<file path="src/rtl/row_scanout.sv">
// VGA scan-out for the square pipeline: streams the field row out of a ping-pong
// row buffer, clears each pixel after reading it, and produces aligned sync/blank/RGB.
module row_scanout #(
    parameter int unsigned H_ACTIVE = 640,
    parameter int unsigned H_FP     = 16,
    parameter int unsigned H_SYNC   = 96,
    parameter int unsigned H_BP     = 48,
    parameter int unsigned V_ACTIVE = 480,
    parameter int unsigned V_FP     = 10,
    parameter int unsigned V_SYNC   = 2,
    parameter int unsigned V_BP     = 33,
    parameter int unsigned FIELD_W  = 480,
    parameter logic [23:0] BG_COLOR = 24'h000000
) (
    input  logic        clk,
    input  logic        rst_n,
    output logic [8:0]  rd_addr,
    input  logic [23:0] rd_data,
    output logic [8:0]  clr_addr,
    output logic [23:0] clr_data,
    output logic        clr_wren,
    output logic        bank,
    output logic        swap,
    output logic        vblank_start,
    output logic        hsync_n,
    output logic        vsync_n,
    output logic        blank_n,
    output logic [7:0]  r,
    output logic [7:0]  g,
    output logic [7:0]  b
);

    localparam logic [9:0] H_LAST    = 10'(H_ACTIVE + H_FP + H_SYNC + H_BP - 1);
    localparam logic [9:0] V_LAST    = 10'(V_ACTIVE + V_FP + V_SYNC + V_BP - 1);
    localparam logic [9:0] HS_FIRST  = 10'(H_ACTIVE + H_FP);
    localparam logic [9:0] HS_LAST   = 10'(H_ACTIVE + H_FP + H_SYNC - 1);
    localparam logic [9:0] VS_FIRST  = 10'(V_ACTIVE + V_FP);
    localparam logic [9:0] VS_LAST   = 10'(V_ACTIVE + V_FP + V_SYNC - 1);
    localparam logic [9:0] H_ACT     = 10'(H_ACTIVE);
    localparam logic [9:0] V_ACT     = 10'(V_ACTIVE);
    localparam logic [9:0] FIELD     = 10'(FIELD_W);
    localparam logic [9:0] SWAP_PRE  = 10'(H_ACTIVE - 1);
    localparam logic [9:0] V_ACT_END = 10'(V_ACTIVE - 1);

    logic [9:0]  hCount_q, hCount_d;
    logic [9:0]  vCount_q, vCount_d;
    logic        fetch, visible, hsyncRaw, vsyncRaw;
    logic [8:0]  rdAddr_q;
    logic        fetch1_q, visible1_q, hsync1_q, vsync1_q;
    logic [23:0] rgb_q, rgb_d;
    logic        blank_q, hsyncOut_q, vsyncOut_q;
    logic        swap_q, swap_d;
    logic        vblank_q, vblank_d;
    logic        bank_q;

    always_comb begin
        hCount_d = hCount_q + 10'd1;
        vCount_d = vCount_q;
        if (hCount_q == H_LAST) begin
            hCount_d = 10'd0;
            vCount_d = (vCount_q == V_LAST) ? 10'd0 : vCount_q + 10'd1;
        end
    end

    always_ff @(posedge clk or negedge rst_n) begin
        if (!rst_n) begin
            hCount_q <= 10'd0;
            vCount_q <= 10'd0;
        end else begin
            hCount_q <= hCount_d;
            vCount_q <= vCount_d;
        end
    end

    assign fetch    = (hCount_q < FIELD) && (vCount_q < V_ACT);
    assign visible  = (hCount_q < H_ACT) && (vCount_q < V_ACT);
    assign hsyncRaw = !((hCount_q >= HS_FIRST) && (hCount_q <= HS_LAST));
    assign vsyncRaw = !((vCount_q >= VS_FIRST) && (vCount_q <= VS_LAST));

    // The address leaves in the counter's own cycle so the buffer's one-cycle read
    // lands in stage 1; the held copy doubles as the clear address for that stage.
    assign rd_addr  = fetch ? hCount_q[8:0] : rdAddr_q;
    assign clr_addr = rdAddr_q;
    assign clr_wren = fetch1_q;
    assign clr_data = BG_COLOR;

    always_ff @(posedge clk or negedge rst_n) begin
        if (!rst_n) begin
            rdAddr_q   <= 9'd0;
            fetch1_q   <= 1'b0;
            visible1_q <= 1'b0;
            hsync1_q   <= 1'b1;
            vsync1_q   <= 1'b1;
        end else begin
            rdAddr_q   <= rd_addr;
            fetch1_q   <= fetch;
            visible1_q <= visible;
            hsync1_q   <= hsyncRaw;
            vsync1_q   <= vsyncRaw;
        end
    end

    always_comb begin
        rgb_d = 24'd0;
        if (fetch1_q) begin
            rgb_d = rd_data;
        end else if (visible1_q) begin
            rgb_d = BG_COLOR;
        end
    end

    always_ff @(posedge clk or negedge rst_n) begin
        if (!rst_n) begin
            rgb_q      <= 24'd0;
            blank_q    <= 1'b0;
            hsyncOut_q <= 1'b1;
            vsyncOut_q <= 1'b1;
        end else begin
            rgb_q      <= rgb_d;
            blank_q    <= visible1_q;
            hsyncOut_q <= hsync1_q;
            vsyncOut_q <= vsync1_q;
        end
    end

    // Line events are registered from the preceding counter value, so swap is high
    // while h sits at H_ACTIVE and bank flips on that same edge.
    assign swap_d   = (hCount_q == SWAP_PRE) && (vCount_q < V_ACT);
    assign vblank_d = (hCount_q == H_LAST) && (vCount_q == V_ACT_END);

    always_ff @(posedge clk or negedge rst_n) begin
        if (!rst_n) begin
            swap_q   <= 1'b0;
            vblank_q <= 1'b0;
            bank_q   <= 1'b0;
        end else begin
            swap_q   <= swap_d;
            vblank_q <= vblank_d;
            if (swap_d) begin
                bank_q <= ~bank_q;
            end
        end
    end

    assign swap         = swap_q;
    assign vblank_start = vblank_q;
    assign bank         = bank_q;
    assign hsync_n      = hsyncOut_q;
    assign vsync_n      = vsyncOut_q;
    assign blank_n      = blank_q;
    assign r            = rgb_q[23:16];
    assign g            = rgb_q[15:8];
    assign b            = rgb_q[7:0];

endmodule
</file>
<file path="config.mk">
export PLATFORM = sky130hd
export DESIGN_NAME = row_scanout
export DESIGN_NICKNAME = d
export VERILOG_FILES = /design/src/rtl/row_scanout.sv
export SDC_FILE = /design/constraint.sdc
export NUM_CORES = 1
export LEC_CHECK = 0
export ABC_AREA = 1
export CAP_MARGIN = 0
export CELL_PAD_IN_SITES_DETAIL_PLACEMENT = 1
export CELL_PAD_IN_SITES_GLOBAL_PLACEMENT = 2
export CORE_ASPECT_RATIO = 1.25
export CORE_MARGIN = 3
export CORE_UTILIZATION = 28
export CTS_CLUSTER_DIAMETER = 60
export DETAILED_ROUTE_END_ITERATION = 10
export MAX_ROUTING_LAYER = met4
export PLACE_DENSITY = 0.95
export SYNTH_ARGS = -nofsm -noshare
export SYNTH_HDL_FRONTEND = slang
export SYNTH_SLANG_ARGS = --single-unit
</file>
<file path="constraint.sdc">
create_clock -name clk -period 2.05 [get_ports clk]
set_input_delay 0.41 -clock clk [delete_from_list [all_inputs] [get_ports clk]]
set_output_delay 0.41 -clock clk [all_outputs]
set_load 0.01 [all_outputs]
</file>
==> impl_metrics.ini <==
[outcome]
status = finished clean

[drt]
dr_wl_met2_microns = 4420
drc = 0
vias = 2432
wl_met3_microns = 478
wirelength_microns = 8140
drt_pass1_iterations = 4
vias_per_cell = 4.42
wl_per_cell_microns = 14.8
top_layer = met4
met1Wirelength_microns = 3010
ant_nets = 0
drt_iter0_markers = 69

[yosys]
synth_cell_types = 30
netlist_instances = 314
seq_area_frac_synth_pct = 54.9
ys.flop_type = dfrtp_1
synth_area_sq_um = 2880
synth_area_leaders = dfrtp_1, nand2_1, inv_1
synth_common_cells = nand2_1, dfrtp_1, inv_1
synthesis.area_per_instance_sq_um = 9.18
yosysMostFrequentCell = nand2_1
synth_edf_count = 0
ys_ff_latch = 63
yosysTopAreaCell = dfrtp_1
ys_warn_count = 0
async_reset_ff_share_pct = 100
synth_top_cell_area_share_pct = 51.2

[floorplanning]
initial_core_util_pct = 29.4
dieArea_sq_um = 11600
rows = 40
ios = 99
core_area_sq_um = 9810
die_w_microns = 96.7
die_h_microns = 119

[clock_tree]
cts_tree = yes
clock_path_buffers = 2
cts_max_level = 3
clock_latency_ns = 0.33
clk_pin_slew_ns = 0.05
cts.sinks = 63
numCtsBuffers = 9
root_buffer = clkbuf_16

[pwr]
leakage_nw = 2.09
power.density_nw_per_um2 = 713
ir_drop_uv = 324

[cells_and_area]
diodes = 0
nNetsFinal = 451
post_route_cells_drive_above_1_share_pct = 19.8
area_delta_synth_final_pct = 44.8

[sta]
fmax_mhz = 498
rsz0062_at_grt = true
fin_skew_ns = 0.00579
tns_ns = 0
fin_hold_ws_ns = 0.0967
drv_slew = 0
hold_viol = 0
min_period_ns = 2.01
post-route-period-util_pct = 98.0
finalSetupViolations = 0

[job]
maxCapViolations = 0

[hold_path]
hp-class = in -> async

[worst_setup_path]
crit_arrival_ns = 1.60
required_ns = 1.64
worstPathMaxFanout = 6
end_kind = output port
critPathMaxStageDelay_ns = 0.39
path_cells = nand2_2 > nor2_4 > nor2_4 > nand3_4 > buf_6 > buf_6 > nand2_4 > o21ai_2 > buf_2
slowest_stage = dfrtp_1
r2r_slack_ns = 0.43
startpoint_type = flip-flop
critPathKind = reg -> out

[placed_design]
hpwl_microns = 5760
gp_congestion = 0.886
io_buffer_count = 74

[global_routing]
grt_start_max_net_pins = 64
grtUsageTotal_pct = 14.8
grt_pass1_vias = 2663
antenna_found_initial = 0
grt_pass1_wl_microns = 13200
grt-ovfl-total = 0
-- cell usage in the layout (no fill, tap or decap), types with 9 or more instances in the layout --
cell type | Yosys | layout
buf_2 | 1 | 9
buf_4 | 24 | 23
clkbuf_16 | 0 | 9
clkdlybuf4s50_1 | 0 | 64
conb_1 | 1 | 24
dfrtp_1 | 59 | 59
inv_1 | 54 | 54
nand2_1 | 70 | 65
nand3_1 | 10 | 10
nor2_1 | 24 | 24
o21ai_0 | 10 | 10
-- through the flow --
stage	util, %	cell area [sq um]	instances	total power [W]	setup slack [ns]
after global routing	42.5	4170	550	0.00309	-0.0540
after global placement	39.0	3820	528	0.00147	-0.0268
final	42.5	4170	550	0.00297	0.0417
after CTS	42.2	4140	547	0.00301	-0.00548
after floorplan	-	2970	337	0.00138	0.415
after detailed placement	39.0	3820	528	0.00148	-0.0779
-- worst paths after layout --
| check | from | to | cells after the start |
|---|---|---|---|
| max in group asynchronous | rst_n | vsync1_q$_DFF_PN1_ | 2 |
| hold reg to reg | visible1_q$_DFF_PN0_ | blank_n$_DFF_PN0_ | 0 |
| hold / removal | rst_n | rgb_q[14]$_DFF_PN0_ | 2 |
| setup / recovery | vCount_q[7]$_DFFE_PN0N_ | rd_addr[3] | 9 |
| setup reg to reg | hCount_q[0]$_DFF_PN0_ | vCount_q[5]$_DFFE_PN0N_ | 7 |
| min in group clk | visible1_q$_DFF_PN0_ | blank_n$_DFF_PN0_ | 0 |
-- cells by family (layout without fill, tap and decap cells) --
kind of cell               count (synthesis)  count (layout)  synth area share [%]
and+or+nand+nor                          131             131                  21.4
buffers and inverters                     85             172                  14.8
DFF                                       63              63                  54.9
AOI/OAI and AO/OA                         23              23                  4.86
xor gates and xnor gates                   6               6                  1.82
adders and majority gates                  5               5                  2.17
other                                      1              24                 0.130
-- layout make-up --
type / count / area, sq um
Clock buffer: 12 / 256
Multi-Input combinational cell: 189 / 992
Clock inverter: 3 / 42.5
Tap cell: 126 / 158
Fill cell: 1130 / 5640
Inverter: 56 / 210
Sequential cell: 63 / 1580
Timing Repair Buffer: 101 / 932
-- power by group --
part	switching [W]	internal, W	leakage [nW]	total (W)
Combinational	0.0000886	0.0000929	1.18	0.000181
Clock	0.000519	0.000997	0.145	0.00152
Sequential	0.00000669	0.00127	0.771	0.00128
Total	0.000614	0.00236	2.09	0.00297
-- critical path: cells and delay by family, from the launching register on --
family                 cells  cell delay [ns]
DFF                        1             0.39
AOI/OAI and AO/OA          1             0.06
buffers and inverters      3             0.42
and+or+nand+nor            5             0.40
-- metal layers --
| layer | global-route usage [%] | vias to the layer above |
|---|---|---|
| met3 | 3.87 | 21 |
| li1 | - | 1116 |
| met1 | 14.7 | 1192 |
| met2 | 26.7 | 103 |
| met5 | - | - |
| met4 | 7.20 | 0 |
-- registers in the layout (all words and copies together), names as in the netlist, 9 cells and up --
name / count
rgb_q: 24
vCount_q: 10
clr_addr: 9
hCount_q: 10
-- repair_timing --
item                       CTS  global route
gates cloned                 0             0
buffers inserted             4             3
gates resized for setup     42             6
setup endpoints to repair    9             9
pin swaps                    5             4
hold buffers                 0             0
Power figures use the tool's default switching activity.
